===== src/rtl/isa_pkg.sv =====
// isa_pkg: shared opcode/funct constants, mnemonic enum and loader FSM states.
package isa_pkg;
  localparam logic [5:0] OP_RTYPE = 6'd0;
  localparam logic [5:0] OP_LW    = 6'd35;
  localparam logic [5:0] OP_SW    = 6'd43;
  localparam logic [5:0] OP_BEQ   = 6'd4;
  localparam logic [5:0] OP_ADDI  = 6'd8;
  localparam logic [5:0] F_ADD = 6'h20;
  localparam logic [5:0] F_SUB = 6'h22;
  localparam logic [5:0] F_AND = 6'h24;
  localparam logic [5:0] F_OR  = 6'h25;
  localparam logic [5:0] F_SLT = 6'h2A;
  localparam logic [5:0] F_XOR = 6'h26;
  typedef enum logic [3:0] {
    M_ADD, M_SUB, M_AND, M_OR, M_SLT, M_XOR, M_LW, M_SW, M_BEQ, M_ADDI
  } mnem_e;
  typedef enum logic [1:0] {S_IDLE, S_RUN, S_DONE} state_e;
endpackage


===== src/rtl/instr_encode.sv =====
// instr_encode: combinational mnemonic-to-machine-word encoder with illegal flag.
module instr_encode
  import isa_pkg::*;
(
  input  logic [3:0]  mnem,
  input  logic [4:0]  rs,
  input  logic [4:0]  rt,
  input  logic [4:0]  rd,
  input  logic [15:0] imm,
  output logic [31:0] word,
  output logic        illegal
);
  logic [5:0] w_op;
  logic [5:0] w_funct;
  always_comb begin
    w_op = OP_RTYPE;
    w_funct = 6'd0;
    illegal = 1'b0;
    case (mnem)
      M_ADD:   w_funct = F_ADD;
      M_SUB:   w_funct = F_SUB;
      M_AND:   w_funct = F_AND;
      M_OR:    w_funct = F_OR;
      M_SLT:   w_funct = F_SLT;
      M_XOR:   w_funct = F_XOR;
      M_LW:    w_op = OP_LW;
      M_SW:    w_op = OP_SW;
      M_BEQ:   w_op = OP_BEQ;
      M_ADDI:  w_op = OP_ADDI;
      default: illegal = 1'b1;
    endcase
    word = (w_op == OP_RTYPE) ? {w_op, rs, rt, rd, 5'd0, w_funct} : {w_op, rs, rt, imm};
  end
endmodule


===== src/rtl/instr_loader.sv =====
// instr_loader: streams mnemonic records into encoded words written sequentially to imem.
module instr_loader
  import isa_pkg::*;
#(
  parameter int ADDR_W = 6,
  parameter int BASE   = 0
) (
  input  logic              clk,
  input  logic              rst,
  input  logic              start,
  input  logic              in_valid,
  output logic              in_ready,
  input  logic [3:0]        in_mnem,
  input  logic [4:0]        in_rs,
  input  logic [4:0]        in_rt,
  input  logic [4:0]        in_rd,
  input  logic [15:0]       in_imm,
  input  logic              in_last,
  output logic              imem_we,
  output logic [ADDR_W-1:0] imem_addr,
  output logic [31:0]       imem_wdata,
  output logic              busy,
  output logic              done,
  output logic [ADDR_W:0]   count,
  output logic              err_illegal,
  output logic              err_overflow
);
  localparam int DEPTH = 2 ** ADDR_W;
  localparam logic [ADDR_W-1:0] BASE_A = ADDR_W'(BASE);
  state_e              r_state;
  logic                r_we;
  logic [ADDR_W-1:0]   r_addr;
  logic [31:0]         r_wdata;
  logic [ADDR_W:0]     r_count;
  logic                r_err_ill;
  logic                r_err_ovf;
  logic [31:0]         w_word;
  logic                w_illegal;
  logic                w_full;
  instr_encode u_enc (
    .mnem(in_mnem), .rs(in_rs), .rt(in_rt), .rd(in_rd), .imm(in_imm),
    .word(w_word), .illegal(w_illegal)
  );
  // Accepting this legal record fills the last free word.
  assign w_full = !w_illegal && r_count == (ADDR_W+1)'(DEPTH - 1);
  always_ff @(posedge clk) begin
    if (rst) begin
      r_state <= S_IDLE;
      r_we <= 1'b0;
      r_addr <= '0;
      r_wdata <= '0;
      r_count <= '0;
      r_err_ill <= 1'b0;
      r_err_ovf <= 1'b0;
    end else begin
      r_we <= 1'b0;
      if (r_state != S_RUN) begin
        if (start) begin
          r_state <= S_RUN;
          r_count <= '0;
          r_err_ill <= 1'b0;
          r_err_ovf <= 1'b0;
        end
      end else if (in_valid) begin
        if (w_illegal) begin
          r_err_ill <= 1'b1;
        end else begin
          r_we <= 1'b1;
          r_addr <= BASE_A + r_count[ADDR_W-1:0];
          r_wdata <= w_word;
          r_count <= r_count + (ADDR_W+1)'(1);
        end
        if (in_last || w_full) r_state <= S_DONE;
        if (!in_last && w_full) r_err_ovf <= 1'b1;
      end
    end
  end
  assign busy = r_state == S_RUN;
  assign done = r_state == S_DONE;
  assign in_ready = busy;
  assign imem_we = r_we;
  assign imem_addr = r_addr;
  assign imem_wdata = r_wdata;
  assign count = r_count;
  assign err_illegal = r_err_ill;
  assign err_overflow = r_err_ovf;
endmodule


===== config.mk =====
export PLATFORM = sky130hd
export DESIGN_NAME = instr_loader
export DESIGN_NICKNAME = d
export VERILOG_FILES = /design/src/rtl/isa_pkg.sv /design/src/rtl/instr_encode.sv /design/src/rtl/instr_loader.sv
export SDC_FILE = /design/constraint.sdc
export NUM_CORES = 1
export LEC_CHECK = 0
export ABC_AREA = 1
export CAP_MARGIN = 20
export CORE_ASPECT_RATIO = 1.5
export CORE_MARGIN = 2
export CORE_UTILIZATION = 35
export DETAILED_ROUTE_END_ITERATION = 6
export GPL_TIMING_DRIVEN = 0
export PLACE_DENSITY = 0.7
export SLEW_MARGIN = 40
export SYNTH_ARGS = -nofsm -noshare
export SYNTH_HDL_FRONTEND = slang
export SYNTH_SLANG_ARGS = --single-unit

===== constraint.sdc =====
create_clock -name clk -period 1.3 [get_ports clk]
set_input_delay 0.325 -clock clk [delete_from_list [all_inputs] [get_ports clk]]
set_output_delay 0.325 -clock clk [all_outputs]
set_load 0.03 [all_outputs]

== Word-level counts from Yosys, hierarchy flattened ==
Cells that the tools add are included.
Widths: inputs -> output; s select.

* Flip-flop bits (word level): 50
* Bits of input ports: 40
* Output and inout bits: 51

* $add $sub $neg: 1
* Equal/unequal tests: 15
* Mux-type cells: 19
* Bitwise logic cells: 2
* Reductions and logical operators: 17

{| class="wikitable"
|+ Operator list
! cell !! count
|-
| $pmux 6 s6 || 1
|-
| $mux 7 || 4
|-
| $pmux 6 s4 || 1
|-
| $eq 4x3->1 const B || 4
|-
| $mux 16 || 1
|-
| $reduce_and 3->1 || 5
|-
| $reduce_or 10->1 || 1
|-
| $eq 4x2->1 const B || 2
|-
| $eq 4x4->1 const B || 2
|-
| $mux 1 || 8
|-
| $mux 2 || 4
|-
| $reduce_bool 2->1 || 4
|-
| $add 7x1->7 const B || 1
|-
| $eq 7x6->1 const B || 1
|-
| $logic_not 6->1 || 1
|-
| $eq 4x1->1 const B || 1
|-
| $logic_not 4->1 || 1
|-
| $ne 2x1->1 const B || 2
|-
| $reduce_or 3->1 || 1
|-
| $eq 2x1->1 const B || 1
|-
| $eq 2x2->1 const B || 1
|-
| $logic_and 1x1->1 || 2
|-
| $ne 2x2->1 const B || 1
|-
| $not 1->1 || 2
|-
| other kinds (2) || 2
|}

== Logic depth before layout (Yosys ltp) ==
Gate-level depths: netlist (run 1).

* Depth after elaboration: 7
* Depth in mapped cells: 8

== Hierarchy ==
From an unflattened synthesis (run 1), not the netlist that was laid out.

* Cells, all modules: 328
* Area, all modules: 2323.5 sq um

{| class="wikitable"
|+ Modules (own cells, without submodules)
! module !! instances !! cells an instance !! area an instance (sq um) !! sequential area each (sq um)
|-
| instr_loader || 1 || 253 || 1933.1 || 1001.0
|-
| instr_encode || 1 || 75 || 390.4 || 0.0
|}

== Worst setup path before layout (run 1) ==
Ideal clock, no wire load.

* Kind: flip-flop to flip-flop
* Start: reg r_count[0] (netlist: count[0])
* End: reg r_state[1]
* Library setup time: 119 ps
* Arrival time: 1328 ps
* Data required time: 1181 ps
* Path slack: -148 ps
* Cell stages (with the launch flop): 9
* Path buffers: 0
* Period minus slack after synthesis: 1448 ps
* Path through: dfxtp_1 ha_1 nand2_1 nor2_1 nand3_1 nand2_1 nand2_1 nand2_1 a21oi_1

* Cells in the longest elaborated chain, start to end: 5

{| class="wikitable"
|+ RTL lines
! item !! line !! source
|-
| start: declaration || instr_loader.sv:34 || <nowiki>logic [ADDR_W:0] r_count;</nowiki>
|-
| start signal: assignment || instr_loader.sv:71 || <nowiki>r_count <= r_count + (ADDR_W+1)'(1);</nowiki>
|-
| $eq 7x6->1 || instr_loader.sv:45 || <nowiki>assign w_full = !w_illegal && r_count == (ADDR_W+1)'(DEPTH - 1);</nowiki>
|-
| $logic_and 1x1->1 || instr_loader.sv:45 ||
|-
| $logic_or 1x1->1 || instr_loader.sv:73 || <nowiki>if (in_last || w_full) r_state <= S_DONE;</nowiki>
|-
| $reduce_bool 2->1 (no line) || -- ||
|-
| $reduce_and 3->1 (no line) || -- ||
|-
| end signal: assignment || instr_loader.sv:48 || <nowiki>r_state <= S_IDLE;</nowiki>
|-
| end signal: assignment || instr_loader.sv:59 || <nowiki>r_state <= S_RUN;</nowiki>
|-
| end signal: assignment || instr_loader.sv:73 ||
|-
| end: declaration || instr_loader.sv:30 || <nowiki>state_e r_state;</nowiki>
|}

Every way passes these cells.
A chain may end at the register's enable or synchronous reset.

== Worst setup path after layout (run 1) ==
* Start: reg r_state[1]
* End: out in_ready

* Cells in the longest elaborated chain, start to end: 1

{| class="wikitable"
|+ RTL lines
! item !! line !! source
|-
| $eq 2x1->1 || instr_loader.sv:78 || <nowiki>assign busy = r_state == S_RUN;</nowiki>
|-
| end: declaration || instr_loader.sv:12 || <nowiki>output logic in_ready,</nowiki>
|}

Every way passes these cells.

==> results of run 1 <==
## registers in the layout, indices dropped and copies added, names as in the netlist
signal	flops
imem_we	1
err_illegal	1
err_overflow	1
imem_addr	6
count	7
imem_wdata	29
r_state	2
## power groups by stage
stage                     Combinational, uW  Sequential (uW)  Clock [uW]
final                                   973             1570         939
after global routing                   1040             1580        1020
after CTS                               884             1570         962
after detailed placement                829             1600           0
after global placement                  824             1590           0
after floorplan                         319             1740           0
## cell type report
class                           instances  area share [%]
Multi-Input combinational cell        172            31.8
Sequential cell                        47            29.4
Timing Repair Buffer                  102            26.8
Buffer                                 14            3.83
Tap cell                               70            2.71
Clock buffer                            7            2.67
Inverter                               21            2.51
Clock inverter                          1           0.271
## how the worst max path moves through the flow
stage,from,end
final,r_state[1],in_ready
after global routing,r_state[1],in_ready
after CTS,r_state[0],in_ready
after detailed placement,in_mnem[1],imem_wdata[3]
after global placement,in_mnem[1],imem_wdata[3]
after floorplan,count[1],r_state[1]
## routing by layer
layer,vias to the layer above,share of wire [%],track usage (%)
met5,-,0,0
met4,0,1.5,8.16
met3,6,4.8,2.95
met2,60,53,34.5
met1,984,40,22.6
li1,1053,-,-
## metrics by stage
| stage | hold WS (ns) | power [uW] | util (%) | instances |
|---|---|---|---|---|
| detailed placement | 0.445 | 2420 | 54.1 | 411 |
| global placement | 0.441 | 2420 | 54.1 | 411 |
| finish | 0.325 | 3480 | 59.8 | 434 |
| global route | 0.340 | 3640 | 59.8 | 434 |
| floorplan | 0.450 | 2050 | - | 253 |
| CTS | 0.313 | 3410 | 58.7 | 426 |
## what timing repair did
item,CTS,global route
endpoints found under the setup margin,95,71
setup buffers,4,7
pin swaps,8,12
resized for setup,221,111
cloned,3,1
## synth_stat cells, types with 2 or more instances
cell,instances,share of area (%)
a21oi_1,27,6.9
nor2_4,3,1.7
o211ai_1,2,0.77
nand2_1,40,7.7
o21ai_0,30,7.7
nand4_1,2,0.64
nand3_1,8,2.1
nor3_1,5,1.3
buf_2,6,1.5
o22ai_1,5,1.6
a31oi_1,2,0.64
inv_1,20,3.9
dfxtp_1,47,48
buf_4,5,1.9
nor2_2,3,0.96
nor2_1,35,6.7
## kinds of logic (layout without fill, tap and decap cells)
| family | Yosys count | in the layout | share of synthesized area [%] |
|---|---|---|---|
| AOI/OAI and AO/OA | 69 | 69 | 18.9 |
| adders and majority gates | 1 | 1 | 0.642 |
| other | 1 | 1 | 0.192 |
| DFF | 47 | 47 | 48.3 |
| and+or+nand+nor | 100 | 101 | 23.4 |
| buffers and inverters | 35 | 145 | 8.61 |
## worst max-delay path, stage by stage (launching register included)
cell and delay, ns:
dfxtp_2 0.36, nor2_4 0.15, buf_6 0.11, buf_6 0.11
==> metrics, run 1 <==
final setup violation count=5; vias in the first global route=1924; Initial Util=between 30% and 40%; DRT Pass-1 Iters=4; Reg clk slew, reported paths=about 0.09 ns; failing checks=negative setup slack; Multi-input gate area=approximately 1000 um^2; Clock Tree Root=clkbuf_8; worst hold path class=input port to flip-flop; WP data arrival=between 1 and 1.5 ns; Final Cell Area=approximately 3200 um^2; cts bufs inserted=5; Worst Path Required=around 0.98 ns; DR vias/cell=about 4.8; post-synthesis sequential area ratio=48.3%; net switching power figure=~1100 uW; Die Span X=64.9 um; share of cells above drive strength 1=between 30% and 40%; # diodes=0; Reg area=~950 um^2; critical path type=flip-flop to primary output; FP Rows=33; initial antenna violation count=0; final wirelength=around 6100 um; crit end category=primary output; Internal=~2400 uW; GR Overflow Total=0; max_cap viols=0; Clock power frac=a little over a quarter; Worst Min Path Start=rst; DRT antenna net count=0; routed vias=2103; synthesized area=~1900 um^2; Max Root-Sink Buffers=2; final worst slack=-0.0657 ns; CTS Hold Bufs=0; Area Overhead vs Synth=66.1%; PD cells=~1100 nW/um^2; Pins Over Slew Limit=0; worst hold path endpoint=r_state[1]; number of synthesized register bits=47; worst r2r src=r_state[1]; Pleak=0.00135 uW; f_max=about 730 MHz; most frequent cells in the layout=41 x dfxtp_1, 34 x clkdlybuf4s50_1, 33 x nand2_1, 31 x nor2_1, 30 x buf_2; Filler cells=about 520; Gate power share=roughly 28%; post-synth cell types=29; hold path depth=2; ys flop type=dfxtp_1; Clock Sinks=47; skew final=around 0.0089 ns; per-cell routed wire length=between 10 and 15 um; PortBufs=88; Synth Net Count=294; outcome=finished, violations left; gr usage total=about a fifth; pre-CTS setup slack=-0.663 ns; period utilisation layout=105%; CP max FO=3; Die Span Y=approximately 95 um; Final Hold Fails=0; Worst-Skew Late Latency=0.30 ns; Die ar.=6190 um^2; register share of total power=roughly 45%; number of synthesized flops with an enable pin=0; Critical R2R Capture=imem_wdata[29]; ys async rst share=0%; peak supply drop=0.000670 V; Net Sw Frac=31.8%; Worst Max-Slew Pin Slew=between 0.5 and 0.6 ns; H-tree levels=2; Layout Nets=~400; syn avg cell area=a little under 8 um^2; Core Region=approximately 5400 um^2; Post-Place Cell Area=about 2900 um^2; dpl hpwl=a little over 4000 um; DRC=0; 1st-iter DRT viols=56; commonest non-fill, non-tap cell in the layout=dfxtp_1; startpoint types=flip-flop; pin count of the biggest net entering global routing=15; Rel. slew slack=roughly 65%; CTS tree=done; I/O Pins=91; Syn. warnings=0; fin crit period=1.37 ns; unrepaired setup endpoints after global routing=yes; R2R depth=7; cell count after synthesis=around 250; Sum Neg Setup Slack=-0.166 ns; final RePlAce weighted congestion=about 0.82; R2R Setup Slk=-0.02 ns; first-pass GRT wire length=roughly 9000 um
Power figures use the tool's default switching activity.
==> run 2: changes to the inputs <==
Clock period 1.3 ns to 1.7 ns, I/O delays scaled along.
==> metrics, run 2 (synthesized netlist as in run 1, its figures left out) <==
outcome=finished clean; 1st-iter DRT viols=between 50 and 60; DR vias/cell=between 4 and 5; max incr delay on CP=around 0.35 ns; fin crit period=~1.6 ns; worst r2r src=count[0]; share of cells above drive strength 1=between 10% and 20%; vias in the first global route=1809; DRC=0; Tot Pwr=between 2000 and 3000 uW; Die Span X=between 60 and 70 um; initial antenna violation count=0; final wirelength=5410 um; H-tree levels=2; worst hold path class=input port to flip-flop; PD cells=approximately 840 nW/um^2; routed vias=1958; first-pass GRT wire length=roughly 8300 um; delay-heaviest family, CP=buffers and inverters; pin count of the biggest net entering global routing=15; skew final=just over 0.007 ns; dpl hpwl=about 4000 um; Core Region=roughly 5400 um^2; Initial Util=a little over a third; R2R Setup Slk=roughly 0.25 ns; FP Rows=33; Worst Min Path Start=rst; period utilisation layout=between 90% and 100%; Worst Path Required=about 1.3 ns; Die ar.=~6200 um^2; crit end category=primary output; Area Overhead vs Synth=54.1%; Sum Neg Setup Slack=0 ns; peak supply drop=0.000399 V; Worst-Skew Late Latency=~0.30 ns; Clock Tree Root=clkbuf_8; CP max FO=3; Final Hold Fails=0; DRT antenna net count=0; final RePlAce weighted congestion=about 0.81; unrepaired setup endpoints after global routing=no; commonest non-fill, non-tap cell in the layout=dlygate4sd2_1; Pins Over Slew Limit=0; worst hold path endpoint=imem_wdata[4]; Layout Nets=between 300 and 400; CTS Hold Bufs=0; cts bufs inserted=5; critical path type=flip-flop to primary output; I/O Pins=91; final setup violation count=0; Die Span Y=~95 um; CP Cell Sequence=inv_1, nor2_2, clkdlybuf4s15_2; f_max=around 610 MHz; WP data arrival=between 1 and 1.5 ns; startpoint types=flip-flop; max_cap viols=0; DRT Pass-1 Iters=4; most frequent cells in the layout=48 x dlygate4sd2_1, 47 x dfxtp_1, 40 x nand2_1, 35 x nor2_1, 35 x clkdlybuf4s50_1; PortBufs=88; Slowest-stage cell, CP=dfxtp_1; Max Root-Sink Buffers=2; Reg clk slew, reported paths=about 0.090 ns; Clock Sinks=47; gr usage total=17.4%; CTS tree=done; Pleak=0.00142 uW; # diodes=0; hold path depth=2; R2R depth=8; GR Overflow Total=0; per-cell routed wire length=about 13 um; Largest register FFs=29; worst path bufs/invs=2; Critical R2R Capture=r_state[1]
## run 2: changes by cell type in the layout (fill, tap and decap cells not counted), sizes merged, moves of 2 or more
cell | previous run | this run
dlymetal6s2s | 0 | 3
clkdlybuf4s15 | 14 | 1
clkdlybuf4s18 | 3 | 0
clkbuf | 10 | 8
buf | 61 | 16
dlygate4sd2 | 1 | 48
## run 2: worst max-delay path by stage
stage               slack (ns)  startpoint  depth (start not counted)              to
floorplan                 0.25    count[0]                          8      r_state[1]
global placement         -0.34  in_mnem[1]                          7   imem_wdata[3]
detailed placement       -0.36  in_mnem[1]                          7   imem_wdata[3]
CTS                      0.002  in_mnem[1]                          7  imem_wdata[28]
global route            0.0002  r_state[0]                          3            busy
finish                    0.05  r_state[0]                          3            busy
## run 2: layout make-up
class | count | area, um^2
Buffer | 14 | 86.3
Clock buffer | 7 | 86.3
Clock inverter | 1 | 8.76
Fill cell | 547 | 2410
Inverter | 21 | 81.3
Multi-Input combinational cell | 171 | 856
Sequential cell | 47 | 941
Tap cell | 70 | 87.6
Timing Repair Buffer | 90 | 855
## run 2: what timing repair did
action | 4_1_cts | 5_1_grt
setup endpoints to repair | 55 | 37
pin swaps | 1 | 1
resized for setup | 56 | 4
endpoints found under the hold margin | 0 | 0
buffers inserted | 1 | 1
## run 2: layer usage
layer	routed length, um	global-route usage [%]	up-vias	part of all wire (%)
met1	2320	19.6	875	43
met4	78	6.38	0	1.4
met5	0	0	-	0
li1	-	-	1018	-
met2	2710	32.0	59	50
met3	289	3.54	6	5.3
## run 2: worst register-to-register path: stages (launching register included)
cell,delay (ns)
dfxtp_1,0.41
ha_1,0.21
nand2_1,0.09
nor2_1,0.21
nand3_1,0.13
nand2_1,0.09
nand2_1,0.07
nand2_1,0.06
a21oi_1,0.05
## run 2: metrics by stage
stage                     utilization [%]  instances  worst slack, ns  area [um^2]  hold WS (ns)
after floorplan                         -        253            0.252         1950         0.464
after global placement               53.9        411           -0.335         2920         0.452
after detailed placement             53.9        411           -0.357         2920         0.457
after CTS                            55.1        420          0.00156         2980         0.414
after global routing                 55.5        421         0.000157         3000         0.432
final                                55.5        421           0.0529         3000         0.423
## run 2: power by group
part           leakage [uW]  internal (uW)  total (uW)  switching (uW)
registers          0.000382           1160        1190            29.4
logic              0.000989            241         601             360
clock network     0.0000484            334         716             382
total               0.00142           1740        2510             772
==> run 3: changes to the inputs <==
Settings changed: CORE_UTILIZATION 35 to 25, PLACE_DENSITY 0.7 to 0.51.
==> metrics, run 3 (synthesized netlist as in run 1, its figures left out) <==
Reg clk slew, reported paths=roughly 0.070 ns; Clock Tree Root=clkbuf_16; Clock power frac=around two fifths; Net Sw Frac=roughly 28%; most frequent cells in the layout=49 x dlygate4sd2_1, 47 x dfxtp_1, 40 x nand2_1, 35 x nor2_1, 35 x clkdlybuf4s50_1; final setup violation count=0; Die ar.=around 8500 um^2; 1st-iter DRT viols=between 80 and 90; Internal=between 2000 and 2500 uW; net switching power figure=roughly 800 uW; I/O Pins=roughly 90; Pins Over Slew Limit=0; worst hold path class=input port to flip-flop; final wirelength=just under 6000 um; vias in the first global route=approximately 2k; pre-CTS setup slack=-0.371 ns; Final Cell Area=roughly 3100 um^2; H-tree levels=2; PortBufs=88; Cells after DPL=443; cts bufs inserted=5; Final Non-Filler Cells=453; CP Cell Sequence=inv_1, nor2_2, clkdlybuf4s15_2; gr usage total=between 10% and 20%; outcome=finished clean; f_max=613 MHz; crit end category=primary output; max_cap viols=0; share of cells above drive strength 1=between 10% and 20%; delay-heaviest family, CP=buffers and inverters; CTS tree=done; pin count of the biggest net entering global routing=16; Tot Pwr=just under 3000 uW; GR Overflow Total=0; Layout Nets=391; Core Region=approximately 7600 um^2; DRC=0; top routing layer used=met4; startpoint types=flip-flop; DRT antenna net count=0; commonest non-fill, non-tap cell in the layout=dlygate4sd2_1; unrepaired setup endpoints after global routing=no; DRT Pass-1 Iters=4; final RePlAce weighted congestion=0.750; Slowest-stage cell, CP=dfxtp_1; Area Overhead vs Synth=60.3%; Gate power share=20.4%; worst path bufs/invs=2; DR vias/cell=around 4.4; Die Span X=around 76 um; CTS Hold Bufs=0; period utilisation layout=95.9%; met1 WL=2600 um; Pleak=between 0.001 and 0.0015 uW; fin crit period=1.63 ns; FP Rows=39; routed vias=around 2k; initial antenna violation count=0; skew final=~0.005 ns; Die Span Y=112 um; max incr delay on CP=0.34 ns; first-pass GRT wire length=approximately 9800 um; final worst slack=just under 0.07 ns; WP data arrival=roughly 1.2 ns; Filler cells=around 830; Worst-Skew Late Latency=0.28 ns; Final Hold Fails=0; Initial Util=between 20% and 30%; # diodes=0; Clock Sinks=47; Max Root-Sink Buffers=2; Sum Neg Setup Slack=0 ns; met3 WL=roughly 260 um; CP max FO=3; Worst Path Required=roughly 1.3 ns; Largest register FFs=29; per-cell routed wire length=around 13 um; register share of total power=around two fifths; critical path type=flip-flop to primary output; Post-Place Cell Area=~3000 um^2; PD cells=between 900 and 1000 nW/um^2; met2 wire length=approximately 3000 um; peak supply drop=approximately 0.00037 V; dpl hpwl=between 4000 and 5000 um
-- run 3: cell types whose count changed in the layout (fill, tap and decap cells not counted), sizes merged --
cell          change
clkbuf            -1
dlymetal6s2s      -1
bufinv            +1
dlygate4sd2       +1
clkinv            -1
inv               +1
-- run 3: per-layer routing --
| layer | up-vias | global-route usage (%) |
|---|---|---|
| li1 | 1025 | - |
| met5 | - | 0 |
| met2 | 55 | 25.9 |
| met3 | 5 | 2.81 |
| met4 | 0 | 4.36 |
| met1 | 901 | 16.8 |
-- run 3: path summary, 6_finish.rpt --
kind	cells past startpoint	from	end	slack (ns)
worst max-delay path	3	r_state[0]	busy	0.07
worst min-delay path	2	rst	imem_wdata[4]	0.45
worst max register to register	7	r_state[0]	imem_wdata[22]	0.33
worst min register to register	2	imem_wdata[28]	imem_wdata[28]	0.46
-- run 3: cell type report --
class | count | area [um^2] | share of cell area [%]
repair buffers | 90 | 851 | 27.2
flip-flops and latches | 47 | 941 | 30.1
multi-input cells | 171 | 856 | 27.4
clock buffers | 6 | 139 | 4.45
well taps | 102 | 128 | 4.09
inverters | 21 | 81.3 | 2.60
plain buffers | 14 | 88.8 | 2.84
clock inverters | 2 | 38.8 | 1.24
-- run 3: repair_timing --
action / 4_1_cts / 5_1_grt
gates resized for setup: 56 / 6
pin swaps: 2 / 1
cloned: 0 / 0
setup endpoints to repair: 73 / 42
buffers inserted: 1 / 1
-- run 3: through the flow --
step	hold WS [ns]	util, %
after global routing	0.472	41.0
after global placement	0.449	38.8
final	0.451	41.0
after floorplan	0.464	-
after detailed placement	0.456	38.8
after CTS	0.457	40.7
-- run 3: power by group through the flow --
stage / registers [uW] / logic (uW) / clock network, uW
CTS: 1190 / 609 / 1200
finish: 1190 / 606 / 1170
global route: 1200 / 655 / 1250
detailed placement: 1220 / 641 / 0
floorplan: 1330 / 241 / 0
global placement: 1220 / 639 / 0
